--- config.mk ---
export PLATFORM = sky130hd
export DESIGN_NAME = tri_l2_rr_arbiter_flat
export DESIGN_NICKNAME = d
export VERILOG_FILES = /design/src/rtl/tri_l2_rr_arbiter_if.sv /design/src/rtl/tri_l2_rr_arbiter.sv /design/src/flat_wrapper.sv
export SDC_FILE = /design/constraint.sdc
export NUM_CORES = 1
export LEC_CHECK = 0
export BUFFER_PORTS_ARGS = -buffer_cell sky130_fd_sc_hd__buf_2
export CAP_MARGIN = 10
export CORE_AREA = 10 10 277 279
export CTS_CLUSTER_DIAMETER = 80
export DETAILED_ROUTE_END_ITERATION = 12
export DIE_AREA = 0 0 287 289
export GPL_TIMING_DRIVEN = 0
export PLACE_DENSITY = 0.43
export SLEW_MARGIN = 30
export SYNTH_ARGS = -nofsm -noshare
export SYNTH_HDL_FRONTEND = slang
export SYNTH_SLANG_ARGS = --single-unit
--- constraint.sdc ---
create_clock -name clk -period 2.2 [get_ports clk]
set_input_delay 0.33 -clock clk [delete_from_list [all_inputs] [get_ports clk]]
set_output_delay 0.33 -clock clk [all_outputs]
set_load 0.01 [all_outputs]
--- src/rtl/tri_l2_rr_arbiter_if.sv ---
// Bundle of the requester-side and downstream TRI L2 handshake signals around the arbiter.
// The arbiter uses the slave view; the surrounding requesters and L2 port use the master view.
interface tri_l2_rr_arbiter_if #(
  parameter int NUM_REQ = 4,
  parameter int ADDR_W  = 40,
  parameter int DATA_W  = 64,
  parameter int TYPE_W  = 5,
  parameter int AMO_W   = 4
);
  logic [NUM_REQ-1:0]        in_req_valid;
  logic [NUM_REQ*TYPE_W-1:0] in_req_type;
  logic [NUM_REQ*AMO_W-1:0]  in_req_amo_op;
  logic [NUM_REQ*3-1:0]      in_req_size;
  logic [NUM_REQ*ADDR_W-1:0] in_req_addr;
  logic [NUM_REQ*DATA_W-1:0] in_req_data;
  logic [NUM_REQ-1:0]        in_req_ack;
  logic [NUM_REQ-1:0]        in_resp_val;
  logic [TYPE_W-1:0]         in_resp_type;
  logic [DATA_W-1:0]         in_resp_data;
  logic [NUM_REQ-1:0]        in_resp_ack;

  logic                      out_req_valid;
  logic [TYPE_W-1:0]         out_req_type;
  logic [AMO_W-1:0]          out_req_amo_op;
  logic [2:0]                out_req_size;
  logic [ADDR_W-1:0]         out_req_addr;
  logic [DATA_W-1:0]         out_req_data;
  logic                      out_req_ack;
  logic                      out_resp_val;
  logic [TYPE_W-1:0]         out_resp_type;
  logic [DATA_W-1:0]         out_resp_data;
  logic                      out_resp_ack;

  modport slave (
    input  in_req_valid, in_req_type, in_req_amo_op, in_req_size, in_req_addr, in_req_data,
    input  in_resp_ack,
    output in_req_ack, in_resp_val, in_resp_type, in_resp_data,
    output out_req_valid, out_req_type, out_req_amo_op, out_req_size, out_req_addr, out_req_data,
    input  out_req_ack, out_resp_val, out_resp_type, out_resp_data,
    output out_resp_ack
  );

  modport master (
    output in_req_valid, in_req_type, in_req_amo_op, in_req_size, in_req_addr, in_req_data,
    output in_resp_ack,
    input  in_req_ack, in_resp_val, in_resp_type, in_resp_data,
    input  out_req_valid, out_req_type, out_req_amo_op, out_req_size, out_req_addr, out_req_data,
    output out_req_ack, out_resp_val, out_resp_type, out_resp_data,
    input  out_resp_ack
  );
endinterface

--- src/rtl/tri_l2_rr_arbiter.sv ---
// Round-robin arbiter sharing one TRI L2 port among NUM_REQ coherency units,
// one outstanding transaction at a time; ack and response are routed back to the winner only.
//
// state  | meaning
// S_IDLE | no transaction; pick winner from rr_ptr upward and latch its payload
// S_REQ  | latched request presented downstream; waiting for out_req_ack
// S_RESP | waiting for downstream response and the winner's response ack
module tri_l2_rr_arbiter #(
  parameter int NUM_REQ = 4,
  parameter int IDX_W   = $clog2(NUM_REQ),
  parameter int ADDR_W  = 40,
  parameter int DATA_W  = 64,
  parameter int TYPE_W  = 5,
  parameter int AMO_W   = 4
) (
  input  logic                 clk,
  input  logic                 rst_n,
  tri_l2_rr_arbiter_if.slave   bus,
  output logic                 busy,
  output logic [IDX_W-1:0]     grant_idx
);

  typedef enum logic [1:0] {
    S_IDLE = 2'd0,
    S_REQ  = 2'd1,
    S_RESP = 2'd2
  } state_t;

  state_t              state;
  logic [IDX_W-1:0]    rr_ptr;
  logic [TYPE_W-1:0]   req_type_q;
  logic [AMO_W-1:0]    req_amo_q;
  logic [2:0]          req_size_q;
  logic [ADDR_W-1:0]   req_addr_q;
  logic [DATA_W-1:0]   req_data_q;

  logic                win_found;
  logic [IDX_W-1:0]    win_idx;
  logic [IDX_W:0]      cand_sum;
  logic [IDX_W-1:0]    cand_idx;

  logic [TYPE_W-1:0]   sel_type;
  logic [AMO_W-1:0]    sel_amo;
  logic [2:0]          sel_size;
  logic [ADDR_W-1:0]   sel_addr;
  logic [DATA_W-1:0]   sel_data;

  logic [NUM_REQ-1:0]  grant_oh;
  logic [IDX_W-1:0]    next_ptr;
  logic                resp_done;

  // Search starts at rr_ptr and wraps, so the last-served requester ends up with lowest priority.
  always_comb begin
    win_found = 1'b0;
    win_idx   = '0;
    cand_sum  = '0;
    cand_idx  = '0;
    for (int k = 0; k < NUM_REQ; k++) begin
      cand_sum = {1'b0, rr_ptr} + (IDX_W+1)'(k);
      if (cand_sum >= (IDX_W+1)'(NUM_REQ)) begin
        cand_sum = cand_sum - (IDX_W+1)'(NUM_REQ);
      end
      cand_idx = cand_sum[IDX_W-1:0];
      if (!win_found && bus.in_req_valid[cand_idx]) begin
        win_found = 1'b1;
        win_idx   = cand_idx;
      end
    end
  end

  always_comb begin
    sel_type = '0;
    sel_amo  = '0;
    sel_size = '0;
    sel_addr = '0;
    sel_data = '0;
    for (int i = 0; i < NUM_REQ; i++) begin
      if (win_idx == IDX_W'(i)) begin
        sel_type = bus.in_req_type[i*TYPE_W +: TYPE_W];
        sel_amo  = bus.in_req_amo_op[i*AMO_W +: AMO_W];
        sel_size = bus.in_req_size[i*3 +: 3];
        sel_addr = bus.in_req_addr[i*ADDR_W +: ADDR_W];
        sel_data = bus.in_req_data[i*DATA_W +: DATA_W];
      end
    end
  end

  assign grant_oh  = NUM_REQ'(1) << grant_idx;
  assign next_ptr  = (grant_idx == IDX_W'(NUM_REQ-1)) ? '0 : grant_idx + IDX_W'(1);
  assign resp_done = bus.out_resp_val && bus.in_resp_ack[grant_idx];

  always_ff @(posedge clk or negedge rst_n) begin
    if (!rst_n) begin
      state      <= S_IDLE;
      rr_ptr     <= '0;
      grant_idx  <= '0;
      req_type_q <= '0;
      req_amo_q  <= '0;
      req_size_q <= '0;
      req_addr_q <= '0;
      req_data_q <= '0;
    end else begin
      case (state)
        S_IDLE: begin
          if (win_found) begin
            grant_idx  <= win_idx;
            req_type_q <= sel_type;
            req_amo_q  <= sel_amo;
            req_size_q <= sel_size;
            req_addr_q <= sel_addr;
            req_data_q <= sel_data;
            state      <= S_REQ;
          end
        end
        S_REQ: begin
          if (bus.out_req_ack) begin
            state <= S_RESP;
          end
        end
        S_RESP: begin
          if (resp_done) begin
            rr_ptr <= next_ptr;
            state  <= S_IDLE;
          end
        end
        default: state <= S_IDLE;
      endcase
    end
  end

  // Downstream payload comes only from the latched registers, so a requester
  // dropping valid while in S_REQ still sees its request issued and acked.
  assign bus.out_req_valid  = (state == S_REQ);
  assign bus.out_req_type   = req_type_q;
  assign bus.out_req_amo_op = req_amo_q;
  assign bus.out_req_size   = req_size_q;
  assign bus.out_req_addr   = req_addr_q;
  assign bus.out_req_data   = req_data_q;

  assign bus.in_req_ack   = ((state == S_REQ) && bus.out_req_ack) ? grant_oh : '0;
  assign bus.in_resp_val  = ((state == S_RESP) && bus.out_resp_val) ? grant_oh : '0;
  assign bus.out_resp_ack = (state == S_RESP) && bus.in_resp_ack[grant_idx];
  assign bus.in_resp_type = bus.out_resp_type;
  assign bus.in_resp_data = bus.out_resp_data;

  assign busy = (state != S_IDLE);

endmodule

--- src/flat_wrapper.sv ---
// flat-port wrapper written by rule: the top's interface ports become plain ports
module tri_l2_rr_arbiter_flat 
#(
  parameter int NUM_REQ = 4,
  parameter int IDX_W   = $clog2(NUM_REQ),
  parameter int ADDR_W  = 40,
  parameter int DATA_W  = 64,
  parameter int TYPE_W  = 5,
  parameter int AMO_W   = 4
)
  (clk, rst_n, busy, grant_idx, bus_in_req_valid, bus_in_req_type, bus_in_req_amo_op, bus_in_req_size, bus_in_req_addr, bus_in_req_data, bus_in_resp_ack, bus_in_req_ack, bus_in_resp_val, bus_in_resp_type, bus_in_resp_data, bus_out_req_valid, bus_out_req_type, bus_out_req_amo_op, bus_out_req_size, bus_out_req_addr, bus_out_req_data, bus_out_req_ack, bus_out_resp_val, bus_out_resp_type, bus_out_resp_data, bus_out_resp_ack);
  tri_l2_rr_arbiter_if #(.NUM_REQ(NUM_REQ), .ADDR_W(ADDR_W), .DATA_W(DATA_W), .TYPE_W(TYPE_W), .AMO_W(AMO_W)) bus_i ();
  input  logic clk;
  input  logic rst_n;
  output logic busy;
  output logic [IDX_W-1:0] grant_idx;
  input wire logic [$bits(bus_i.in_req_valid)-1:0] bus_in_req_valid;
  input wire logic [$bits(bus_i.in_req_type)-1:0] bus_in_req_type;
  input wire logic [$bits(bus_i.in_req_amo_op)-1:0] bus_in_req_amo_op;
  input wire logic [$bits(bus_i.in_req_size)-1:0] bus_in_req_size;
  input wire logic [$bits(bus_i.in_req_addr)-1:0] bus_in_req_addr;
  input wire logic [$bits(bus_i.in_req_data)-1:0] bus_in_req_data;
  input wire logic [$bits(bus_i.in_resp_ack)-1:0] bus_in_resp_ack;
  output wire logic [$bits(bus_i.in_req_ack)-1:0] bus_in_req_ack;
  output wire logic [$bits(bus_i.in_resp_val)-1:0] bus_in_resp_val;
  output wire logic [$bits(bus_i.in_resp_type)-1:0] bus_in_resp_type;
  output wire logic [$bits(bus_i.in_resp_data)-1:0] bus_in_resp_data;
  output wire logic [$bits(bus_i.out_req_valid)-1:0] bus_out_req_valid;
  output wire logic [$bits(bus_i.out_req_type)-1:0] bus_out_req_type;
  output wire logic [$bits(bus_i.out_req_amo_op)-1:0] bus_out_req_amo_op;
  output wire logic [$bits(bus_i.out_req_size)-1:0] bus_out_req_size;
  output wire logic [$bits(bus_i.out_req_addr)-1:0] bus_out_req_addr;
  output wire logic [$bits(bus_i.out_req_data)-1:0] bus_out_req_data;
  input wire logic [$bits(bus_i.out_req_ack)-1:0] bus_out_req_ack;
  input wire logic [$bits(bus_i.out_resp_val)-1:0] bus_out_resp_val;
  input wire logic [$bits(bus_i.out_resp_type)-1:0] bus_out_resp_type;
  input wire logic [$bits(bus_i.out_resp_data)-1:0] bus_out_resp_data;
  output wire logic [$bits(bus_i.out_resp_ack)-1:0] bus_out_resp_ack;
  assign bus_i.in_req_valid = bus_in_req_valid;
  assign bus_i.in_req_type = bus_in_req_type;
  assign bus_i.in_req_amo_op = bus_in_req_amo_op;
  assign bus_i.in_req_size = bus_in_req_size;
  assign bus_i.in_req_addr = bus_in_req_addr;
  assign bus_i.in_req_data = bus_in_req_data;
  assign bus_i.in_resp_ack = bus_in_resp_ack;
  assign bus_in_req_ack = bus_i.in_req_ack;
  assign bus_in_resp_val = bus_i.in_resp_val;
  assign bus_in_resp_type = bus_i.in_resp_type;
  assign bus_in_resp_data = bus_i.in_resp_data;
  assign bus_out_req_valid = bus_i.out_req_valid;
  assign bus_out_req_type = bus_i.out_req_type;
  assign bus_out_req_amo_op = bus_i.out_req_amo_op;
  assign bus_out_req_size = bus_i.out_req_size;
  assign bus_out_req_addr = bus_i.out_req_addr;
  assign bus_out_req_data = bus_i.out_req_data;
  assign bus_i.out_req_ack = bus_out_req_ack;
  assign bus_i.out_resp_val = bus_out_resp_val;
  assign bus_i.out_resp_type = bus_out_resp_type;
  assign bus_i.out_resp_data = bus_out_resp_data;
  assign bus_out_resp_ack = bus_i.out_resp_ack;
  tri_l2_rr_arbiter #(.NUM_REQ(NUM_REQ), .IDX_W(IDX_W), .ADDR_W(ADDR_W), .DATA_W(DATA_W), .TYPE_W(TYPE_W), .AMO_W(AMO_W)) u_core (.clk(clk), .rst_n(rst_n), .bus(bus_i), .busy(busy), .grant_idx(grant_idx));
endmodule
==> results of run 1 <==
## routing by layer
metal	share of wire	wire length [um]
met3	0.080	4420
met4	0.043	2360
met5	0.00033	18
met1	0.36	20000
met2	0.51	28200
## layout make-up
class                   count  area, um^2
fillers                  7869       56500
multi-input cells         507        4790
repair buffers            692        3720
flip-flops and latches    122        3060
plain buffers             133        1220
well taps                 950        1190
clock buffers              22         474
clock inverters            10         116
inverters                   5        18.8
diodes                      7        17.5
## cell usage after synthesis
master	n	area, um^2
a21boi_0	1	7.51
buf_4	86	646
o221ai_2	29	435
a2bb2oi_1	1	8.76
nor2b_1	2	12.5
nand2b_1	1	6.26
or3b_2	1	8.76
buf_2	12	60.1
clkbuf_1	29	109
and2_1	4	25.0
mux4_2	1	22.5
o21ai_1	3	15.0
or3_1	1	6.26
o221ai_1	87	762
o31ai_1	1	7.51
dfrtp_1	122	3050
and3_1	4	25.0
or2_4	1	8.76
inv_1	5	18.8
mux2i_1	232	2320
a311oi_1	1	8.76
buf_6	5	56.3
nor2_1	1	3.75
or2_1	1	6.26
and3b_1	2	17.5
buf_1	1	3.75
nand2_1	122	458
mux2_2	2	22.5
o21ai_0	3	15.0
nor4_1	1	6.26
a21oi_1	1	5.00
ha_1	4	50.1
## worst min path at each step
stage               cells past startpoint                                       to  slack (ns)
finish                                  2              u_core.state[0]$_DFFE_PN0P_        0.12
global route                            2              u_core.state[0]$_DFFE_PN0P_        0.09
CTS                                     2              u_core.state[0]$_DFFE_PN0P_        0.06
detailed placement                      1   u_core.bus.out_req_type[0]$_DFFE_PN0P_        0.28
global placement                        2  u_core.bus.out_req_data[20]$_DFFE_PN0P_        0.47
floorplan                               0   u_core.bus.out_req_addr[0]$_DFFE_PN0P_        0.03
## timing repair
action / 4_1_cts / 5_1_grt
buffers inserted: 7 / 3
hold buffers: 1 / 0
pin swaps: 1 / 10
cloned: 3 / 2
hold endpoints to repair: 56 / 0
gates resized for setup: 143 / 75
endpoints found under the setup margin: 120 / 116
## layout by cell type (no fill, tap or decap), drive strengths merged
master,netlist,routed
a21boi,1,1
a21oi,1,1
a2bb2oi,1,1
a311oi,1,1
and2,4,4
and3,4,4
and3b,2,2
buf,104,798
bufinv,0,2
clkbuf,29,48
clkinv,0,5
clkinvlp,0,2
dfrtp,122,122
diode,0,7
dlygate4sd3,0,1
ha,4,4
inv,5,6
mux2,2,2
mux2i,232,232
mux4,1,1
nand2,122,122
nand2b,1,1
nor2,1,1
nor2b,2,2
nor4,1,1
o21ai,6,6
o221ai,116,116
o31ai,1,1
or2,2,2
or3,1,1
or3b,1,1
## state kept, by name (all words and copies together), names as in the netlist
| name | count |
|---|---|
| u_core.rr_ptr | 2 |
| u_core.bus.out_req_amo_op | 4 |
| u_core.bus.out_req_data | 64 |
| u_core.bus.out_req_type | 5 |
| u_core.state | 2 |
| u_core.bus.out_req_addr | 40 |
| u_core.bus.out_req_size | 3 |
| u_core.grant_idx | 2 |
## cell families after synthesis
logic type | Yosys count | share of synthesized area
AO/OA/AOI/OAI | 127 | 0.154
multiplexers | 235 | 0.288
flip-flops | 122 | 0.372
adder cells (fa/ha/maj) | 4 | 0.00609
buffers and inverters | 138 | 0.109
AND/OR/NAND/NOR | 141 | 0.0711
## per-stage QoR
stage	total power [mW]	hold WS, ns	area (um^2)	setup WS (ns)
after CTS	18.2	0.0602	14200	-0.119
after global placement	13.7	0.468	12800	-1.42
after detailed placement	13.9	0.281	12900	-1.26
final	18.2	0.117	14600	-0.0213
after floorplan	9.39	0.0344	8210	0.270
after global routing	19.5	0.0866	14600	-0.0981
## power groups by stage
stage,combinational (mW),clock (mW),sequential [mW]
after detailed placement,9.84,0,4.08
after CTS,11.0,3.12,4.07
after global routing,12.1,3.21,4.21
after global placement,9.62,0,4.03
after floorplan,4.90,0,4.49
final,11.1,2.98,4.05
==> reports/metrics.yaml, run 1 <==
run_status:
  status: "complete, but fails checks"
  violations: "setup timing"
timing:
  hold_viol: 0
  fmax_mhz: 450
  period_share: 1.01
  final.setup_skew_ns: 0.0119
  setup_violations: 2
  worstMarginPinSlew_ns: 0.798
  min_period_ns: 2.22
  fin_setup_tns_ns: -0.0286
  max_slew_margin: 0.468
  drv_slew: 0
  grt_setup_unrepaired: "yes"
  setup_ws_ns: -0.0213
worst_setup_path:
  r2r_setup_slack_ns: -0.02
  r2r_cells: 7
  critical_path_required_ns: 2.53
  critPathMaxFanout: 10
  endpoint: "u_core.bus.out_req_data[44]$_DFFE_PN0P_"
  cp_top_family: "multiplexers"
  crit_buf_inv: 3
  critPathLaunch: "u_core.rr_ptr[1]$_DFFE_PN0P_"
  r2r_start: "u_core.rr_ptr[1]$_DFFE_PN0P_"
  crit_slowest_cell: "dfrtp_2"
  setup.worst_path.end_class: "register"
  start_kind: "register"
  slowest_delay_ns: 0.45
  path_class: "reg -> reg"
  cp_cell_sequence: "mux2_4, o221ai_4, buf_12, buf_16, buf_4, mux2i_2, o221ai_1"
  cp.depth: 7
  worst-endpoint-arrival_ns: 2.55
  rr_endpoint: "u_core.bus.out_req_data[44]$_DFFE_PN0P_"
routing:
  wl_per_cell_um: 22.5
  drc: 0
  via_count: 9202
  drt_iter0_drc: 265
  ant_nets: 0
  routed_via_density: 3.76
  drtPass1Iterations: 4
  routed_wl_um: 55000
logic_synthesis:
  synth_warnings: 0
  postSynthAreaPerCell_um2: 10.7
  ys_types: 32
  synth_fp_nets: 1316
  ys_seq_elements: 122
  syn-instance-count: 767
  yosysSeqAreaShare: 0.372
  netlist_area_um2: 8210
cells_and_area:
  layout.nets: 2027
  area_growth_pct: 77.8
  drive_above_1_share: 0.643
  final_util: 0.205
  fin_cells: 2448
floorplan:
  die_area_um2: 82900
  die_h_um: 289
  coreArea_um2: 71100
  die_w_um: 287
  start_util: 0.115
  io_pins: 743
  rows: 98
flow_run:
  maxCapViolCount: 0
power_and_ir_drop:
  power_frac_comb: 0.613
  clkPwrFrac: 0.164
  p_switching_mw: 8.00
  powerDensity_nw_per_um2: 1240
  peakVddDrop_mv: 0.423
  power_frac_seq: 0.223
  p_int_mw: 10.2
  swShare: 0.441
  p_leak_nw: 7.49
global_route:
  grt_pass1_wl_um: 74500
  grt_pass1_vias: 10658
  use_met2: 0.221
  grt_max_degree: 67
  grt_util_met3: 0.0440
  grt-busiest-layer: "met2"
  antenna_found_initial: 13
  gr-usage-met1: 0.126
  grt_overflow: 0
  grt_usage: 0.124
placed_design:
  port_buffers: 673
  place_congestion: 0.896
  dp.cells: 2393
  dp_hpwl_um: 46600
cts:
  clock-sinks: 122
  cts_max_level: 4
  cts_root_buf: "clkbuf_16"
  cts_made_buffers: 17
  clk_path_buf_depth: 2
  cts_tree: "done"
  clk_latency_ns: 0.46
  path_clk_slew_ns: 0.07
min_path:
  hold_start: "bus_out_req_ack"
  hp-class: "in -> reg"
No activity file was read; power rests on OpenSTA's default activity.
==> inputs of run 2 (changes only) <==
- CAP_MARGIN: 10 -> 20
- CORE_AREA: 10 10 277 279 -> 10 10 280 282
- DIE_AREA: 0 0 287 289 -> 0 0 290 292
- clock period: 2.2 -> 1.8 ns (I/O delays scaled with it)
==> run 2 against run 1 <==
Compared with the run above:
- the flow still finishes with violations (setup timing)
- highest routed layer is now met4
- total power is 36% higher
- first-iteration DRC count is 34% higher
- worst hold slack worse by 0.031 ns
- die area is 2.1% higher
- critical path type unchanged
==> reports/metrics.yaml, run 2 (synthesized netlist as in run 1, its figures left out) <==
cells_and_area:
  final_util: 0.219  # was 0.205
  n_fill_cell: 7965  # was 7869
  layout.nets: 2065  # was 2027
  area_growth_pct: 93.5  # was 77.8%
  layout_common_cells: "buf_2, mux2i_1, nand2_1"  # unchanged
  fin_area_um2: 15900  # was 14600 um^2
  layout_commonest_cell: "buf_2"  # unchanged
  multi_input_area_um2: 5240  # was 4790 um^2
  regArea_um2: 3060  # about the same
  fin_cells: 2489  # was 2448
  largest_reg_flops: 64  # unchanged
  drive_above_1_share: 0.677  # was 0.643
floorplan:
  die_h_um: 292  # was 289 um
  die_area_um2: 84700  # was 82900 um^2
  io_pins: 743  # unchanged
  coreArea_um2: 72600  # was 71100 um^2
  die_w_um: 290  # was 287 um
  start_util: 0.113  # was 0.115
  rows: 99  # was 98
routing:
  routed_via_density: 3.78  # was 3.76
  ant_nets: 0  # unchanged
  drtPass1Iterations: 4  # unchanged
  drc: 0  # unchanged
  drt_iter0_drc: 356  # was 265
  via_count: 9418  # was 9202
  routed_wl_um: 54500  # was 55000 um
  wl_per_cell_um: 21.9  # was 22.5 um
timing:
  hold_viol: 0  # unchanged
  min_period_ns: 2.30  # was 2.22 ns
  setup_ws_ns: -0.495  # was -0.0213 ns
  drv_slew: 0  # unchanged
  setup_violations: 120  # was 2
  grt_setup_unrepaired: "yes"  # unchanged
  final.setup_skew_ns: 0.00856  # was 0.0119 ns
  max_slew_margin: 0.585  # was 0.468
  worstMarginPinSlew_ns: 0.623  # was 0.798 ns
  fmax_mhz: 436  # was 450 MHz
  period_share: 1.28  # was 1.01
cts:
  clock-sinks: 122  # unchanged
  cts_made_buffers: 17  # unchanged
  cts_tree: "done"  # unchanged
  cts_max_level: 4  # unchanged
  path_clk_slew_ns: 0.07  # about the same
  cts_root_buf: "clkbuf_16"  # unchanged
  clk_latency_ns: 0.46  # about the same
  clk_path_buf_depth: 2  # unchanged
min_path:
  hp-class: "in -> reg"  # unchanged
  whs_path_depth: 2  # unchanged
  hold_start: "bus_out_req_ack"  # unchanged
power_and_ir_drop:
  p_leak_nw: 7.86  # was 7.49 nW
  finalPower_mw: 24.7  # was 18.2 mW
  peakVddDrop_mv: 0.607  # was 0.423 mV
  powerDensity_nw_per_um2: 1560  # was 1240 nW/um^2
worst_setup_path:
  r2r_cells: 8  # was 7
  critical_path_required_ns: 2.11  # was 2.53 ns
  path_class: "reg -> reg"  # unchanged
  critPathMaxFanout: 10  # unchanged
  critPathLaunch: "u_core.rr_ptr[1]$_DFFE_PN0P_"  # unchanged
  r2r_setup_slack_ns: -0.50  # was -0.02 ns
  r2r_start: "u_core.rr_ptr[1]$_DFFE_PN0P_"  # unchanged
  setup.worst_path.end_class: "register"  # unchanged
  start_kind: "register"  # unchanged
  worst-endpoint-arrival_ns: 2.61  # was 2.55 ns
global_route:
  grt_pass1_wl_um: 74100  # was 74500 um
  grt_util_met3: 0.0352  # was 0.0440
  grt_usage: 0.118  # was 0.124
  antenna_found_initial: 4  # was 13
  grt_overflow: 0  # unchanged
  grt-busiest-layer: "met2"  # unchanged
  grt_max_degree: 63  # was 67
  gr-usage-met1: 0.133  # was 0.126
  use_met2: 0.209  # was 0.221
  grt_pass1_vias: 10593  # was 10658
run_status:
  violations: "setup timing"  # unchanged
  status: "complete, but fails checks"  # unchanged
flow_run:
  maxCapViolCount: 0  # unchanged
placed_design:
  place_congestion: 0.810  # was 0.896
  dp.cells: 2401  # was 2393
  port_buffers: 673  # unchanged
  place_ws_ns: -1.17  # was -1.26 ns
  dp_hpwl_um: 43200  # was 46600 um
  placed_area_um2: 13000  # was 12900 um^2
[run 2: cell count changes in the layout (fill, tap and decap cells not counted), sizes merged]
| cell | previous run | this run |
|---|---|---|
| buf | 798 | 827 |
| clkinv | 5 | 3 |
| diode | 7 | 1 |
| inv | 6 | 7 |
| bufinv | 2 | 5 |
| clkinvlp | 2 | 4 |
| clkbuf | 48 | 53 |
[run 2: cell type report]
class	count	share of cell area
tap	959	0.0755
sequential	122	0.192
antenna	1	0.000157
buffer	132	0.0808
multi-input combinational	507	0.330
clock inverter	14	0.0139
timing repair buffer	731	0.279
clock buffer	18	0.0270
inverter	5	0.00165
[run 2: metrics by stage]
stage	hold slack, ns	setup TNS [ns]
2_1_floorplan	-0.0256	-0.806
3_3_place_gp	0.465	-322.67
3_5_place_dp	0.236	-80.26
4_1_cts	0.0146	-53.52
5_1_grt	0.0720	-59.00
6_report	0.0865	-47.88
[run 2: metal layers]
| layer | vias up | share of wire | wire [um] |
|---|---|---|---|
| met5 | - | 0 | 0 |
| met4 | 0 | 0.021 | 1130 |
| met3 | 39 | 0.060 | 3280 |
| met2 | 436 | 0.52 | 28200 |
| met1 | 4599 | 0.40 | 21900 |
| li1 | 4344 | - | - |
[run 2: final timing paths]
path                                                           end
max in group asynchronous   u_core.bus.out_req_data[0]$_DFFE_PN0P_
min in group asynchronous  u_core.bus.out_req_data[54]$_DFFE_PN0P_
max                        u_core.bus.out_req_addr[12]$_DFFE_PN0P_
min                                    u_core.state[0]$_DFFE_PN0P_
min reg2reg                u_core.bus.out_req_data[62]$_DFFE_PN0P_
max reg2reg                u_core.bus.out_req_addr[12]$_DFFE_PN0P_
[run 2: timing repair]
action / 4_1_cts / 5_1_grt
resized for setup: 194 / 114
hold buffers: 1 / 0
setup endpoints to repair: 129 / 130
hold endpoints to repair: 60 / 0
gates cloned: 8 / 11
setup buffers: 24 / 18
pin swaps: 29 / 29
[run 2: critical path: stages (launching register included)]
cell and delay, ns:
dfrtp_1 0.44, buf_6 0.14, or3b_4 0.38, o221ai_4 0.09, buf_6 0.16, buf_12 0.16
buf_8 0.28, mux2i_2 0.32, o221ai_1 0.14
[run 2: power breakdown]
group	switching, mW	internal, mW	total (mW)	leakage [nW]
combinational	8.19	7.61	15.8	6.06
sequential	0.812	4.15	4.97	1.50
clock	1.52	2.46	3.98	0.303
total	10.5	14.2	24.7	7.86
==> inputs of run 3 (changes only) <==
- RECOVER_POWER: default -> 25
==> run 3 against run 2 <==
Compared with the run above:
- the run still ends with setup timing left
- routed wire length hardly changed
- final cell count stayed put
- cell area is 0.50% lower
- via count hardly changed
- clock-buffer cell count stayed put
- clock power hardly changed
- worst hold slack hardly changed
- combinational power hardly changed
- non-clock buffer count stayed put
- total power hardly changed
- critical endpoint unchanged
==> reports/metrics.yaml, run 3 (synthesized netlist as in run 1, its figures left out) <==
min_path:
  hp-class: "in -> reg"  # unchanged
  hold_start: "bus_out_req_ack"  # unchanged
  min_to: "u_core.state[0]$_DFFE_PN0P_"  # unchanged
  whs_path_depth: 2  # unchanged
routing:
  drtPass1Iterations: 4  # unchanged
  drc: 0  # unchanged
  routed_via_density: 3.78  # about the same
  via_count: 9417  # was 9418
  drt_iter0_drc: 325  # was 356
  ant_nets: 0  # unchanged
  routed_wl_um: 54600  # was 54500 um
  wl_per_cell_um: 21.9  # about the same
timing:
  final.setup_skew_ns: 0.00855  # was 0.00856 ns
  fmax_mhz: 436  # about the same
  whs_ns: 0.0865  # about the same
  setup_violations: 120  # unchanged
  hold_viol: 0  # unchanged
  grt_setup_unrepaired: "yes"  # unchanged
  min_period_ns: 2.29  # was 2.30 ns
  setup_ws_ns: -0.493  # was -0.495 ns
  period_share: 1.27  # was 1.28
  max_slew_margin: 0.337  # was 0.585
  drv_slew: 0  # unchanged
  worstMarginPinSlew_ns: 0.994  # was 0.623 ns
cts:
  path_clk_slew_ns: 0.07  # about the same
  cts_tree: "done"  # unchanged
  clk_path_buf_depth: 2  # unchanged
  cts_max_level: 4  # unchanged
  cts_made_buffers: 17  # unchanged
  clock-sinks: 122  # unchanged
  clk_latency_ns: 0.46  # about the same
  cts_root_buf: "clkbuf_16"  # unchanged
worst_setup_path:
  cpMostUsedCell: "buf_6"  # unchanged
  path_class: "reg -> reg"  # unchanged
  r2r_setup_slack_ns: -0.49  # was -0.50 ns
  rr_endpoint: "u_core.bus.out_req_addr[12]$_DFFE_PN0P_"  # unchanged
  cp_top_family: "buffers and inverters"  # unchanged
  r2r_cells: 8  # unchanged
  slowest_delay_ns: 0.44  # about the same
  r2r_start: "u_core.rr_ptr[1]$_DFFE_PN0P_"  # unchanged
  crit_slowest_cell: "dfrtp_1"  # unchanged
  critPathLaunch: "u_core.rr_ptr[1]$_DFFE_PN0P_"  # unchanged
  crit_buf_inv: 4  # unchanged
  critPathMaxFanout: 10  # unchanged
  cp.depth: 8  # unchanged
  setup.worst_path.end_class: "register"  # unchanged
  start_kind: "register"  # unchanged
  cp_cell_sequence: "buf_6, or3b_4, o221ai_4, buf_6, buf_12, buf_8, mux2i_2, o221ai_1"  # unchanged
  worst-endpoint-arrival_ns: 2.61  # about the same
  critical_path_required_ns: 2.11  # about the same
global_route:
  antenna_found_initial: 4  # unchanged
  grt_max_degree: 63  # unchanged
  grt_overflow: 0  # unchanged
  grt_pass1_wl_um: 74100  # unchanged
  grt_usage: 0.118  # unchanged
  grt_pass1_vias: 10593  # unchanged
cells_and_area:
  area_growth_pct: 92.5  # was 93.5%
  layout_common_cells: "buf_2, mux2i_1, nand2_1"  # unchanged
  layout_commonest_cell: "buf_2"  # unchanged
  largest_reg_flops: 64  # unchanged
  fin_area_um2: 15800  # was 15900 um^2
  layout.nets: 2065  # unchanged
  fin_cells: 2489  # unchanged
  final_util: 0.218  # was 0.219
  drive_above_1_share: 0.640  # was 0.677
placed_design:
  dp.cells: 2401  # unchanged
  port_buffers: 673  # unchanged
  placed_area_um2: 13000  # unchanged
  place_congestion: 0.810  # unchanged
  dp_hpwl_um: 43200  # unchanged
power_and_ir_drop:
  powerDensity_nw_per_um2: 1560  # about the same
  p_leak_nw: 7.70  # was 7.86 nW
  peakVddDrop_mv: 0.609  # was 0.607 mV
floorplan:
  start_util: 0.113  # unchanged
  coreArea_um2: 72600  # unchanged
  die_area_um2: 84700  # unchanged
  io_pins: 743  # unchanged
  rows: 99  # unchanged
  die_w_um: 290  # unchanged
  die_h_um: 292  # unchanged
run_status:
  violations: "setup timing"  # unchanged
  status: "complete, but fails checks"  # unchanged
flow_run:
  maxCapViolCount: 0  # unchanged
-- run 3: worst max path at each step --
| stage | end | slack (ns) |
|---|---|---|
| final | u_core.bus.out_req_addr[12]$_DFFE_PN0P_ | -0.49 |
| after global routing | u_core.bus.out_req_data[26]$_DFFE_PN0P_ | -0.56 |
| after CTS | u_core.bus.out_req_data[27]$_DFFE_PN0P_ | -0.53 |
| after detailed placement | u_core.bus.out_req_addr[12]$_DFFE_PN0P_ | -1.17 |
| after global placement | u_core.bus.out_req_addr[14]$_DFFE_PN0P_ | -1.67 |
| after floorplan | u_core.bus.out_req_data[56]$_DFFE_PN0P_ | -0.03 |
-- run 3: final cells by class --
class                   instances  area [um^2]
diodes                          1         2.50
clock buffers                  18          429
repair buffers                731         4350
flip-flops and latches        122         3060
well taps                     959         1200
inverters                       5         26.3
multi-input cells             507         5240
plain buffers                 132         1280
clock inverters                14          220
fillers                      8000        56800
-- run 3: repair_timing --
item | 4_1_cts | 5_1_grt
hold endpoints to repair | 60 | 0
resized for setup | 194 | 114
setup buffers | 24 | 18
setup endpoints to repair | 129 | 130
hold buffers | 1 | 0
pin swaps | 29 | 29
gates cloned | 8 | 11
-- run 3: per-layer routing --
layer  part of all wire  global-route usage  wire [um]
met1               0.40               0.133      21700
met2               0.52               0.209      28200
met3              0.064              0.0352       3470
met4              0.021              0.0353       1130
met5                  0                   0          0
-- run 3: power by group --
group          switching, mW  internal [mW]  total [mW]
logic                   8.19           7.59        15.8
registers              0.812           4.15        4.97
clock network           1.51           2.46        3.98
total                   10.5           14.2        24.7
-- run 3: per-stage QoR --
step / setup WS, ns / setup TNS [ns] / total power [mW]
finish: -0.493 / -47.77 / 24.7
global route: -0.565 / -59.00 / 26.3
CTS: -0.529 / -53.52 / 23.7
detailed placement: -1.17 / -80.26 / 17.2
global placement: -1.67 / -322.67 / 16.9
floorplan: -0.0284 / -0.806 / 11.8
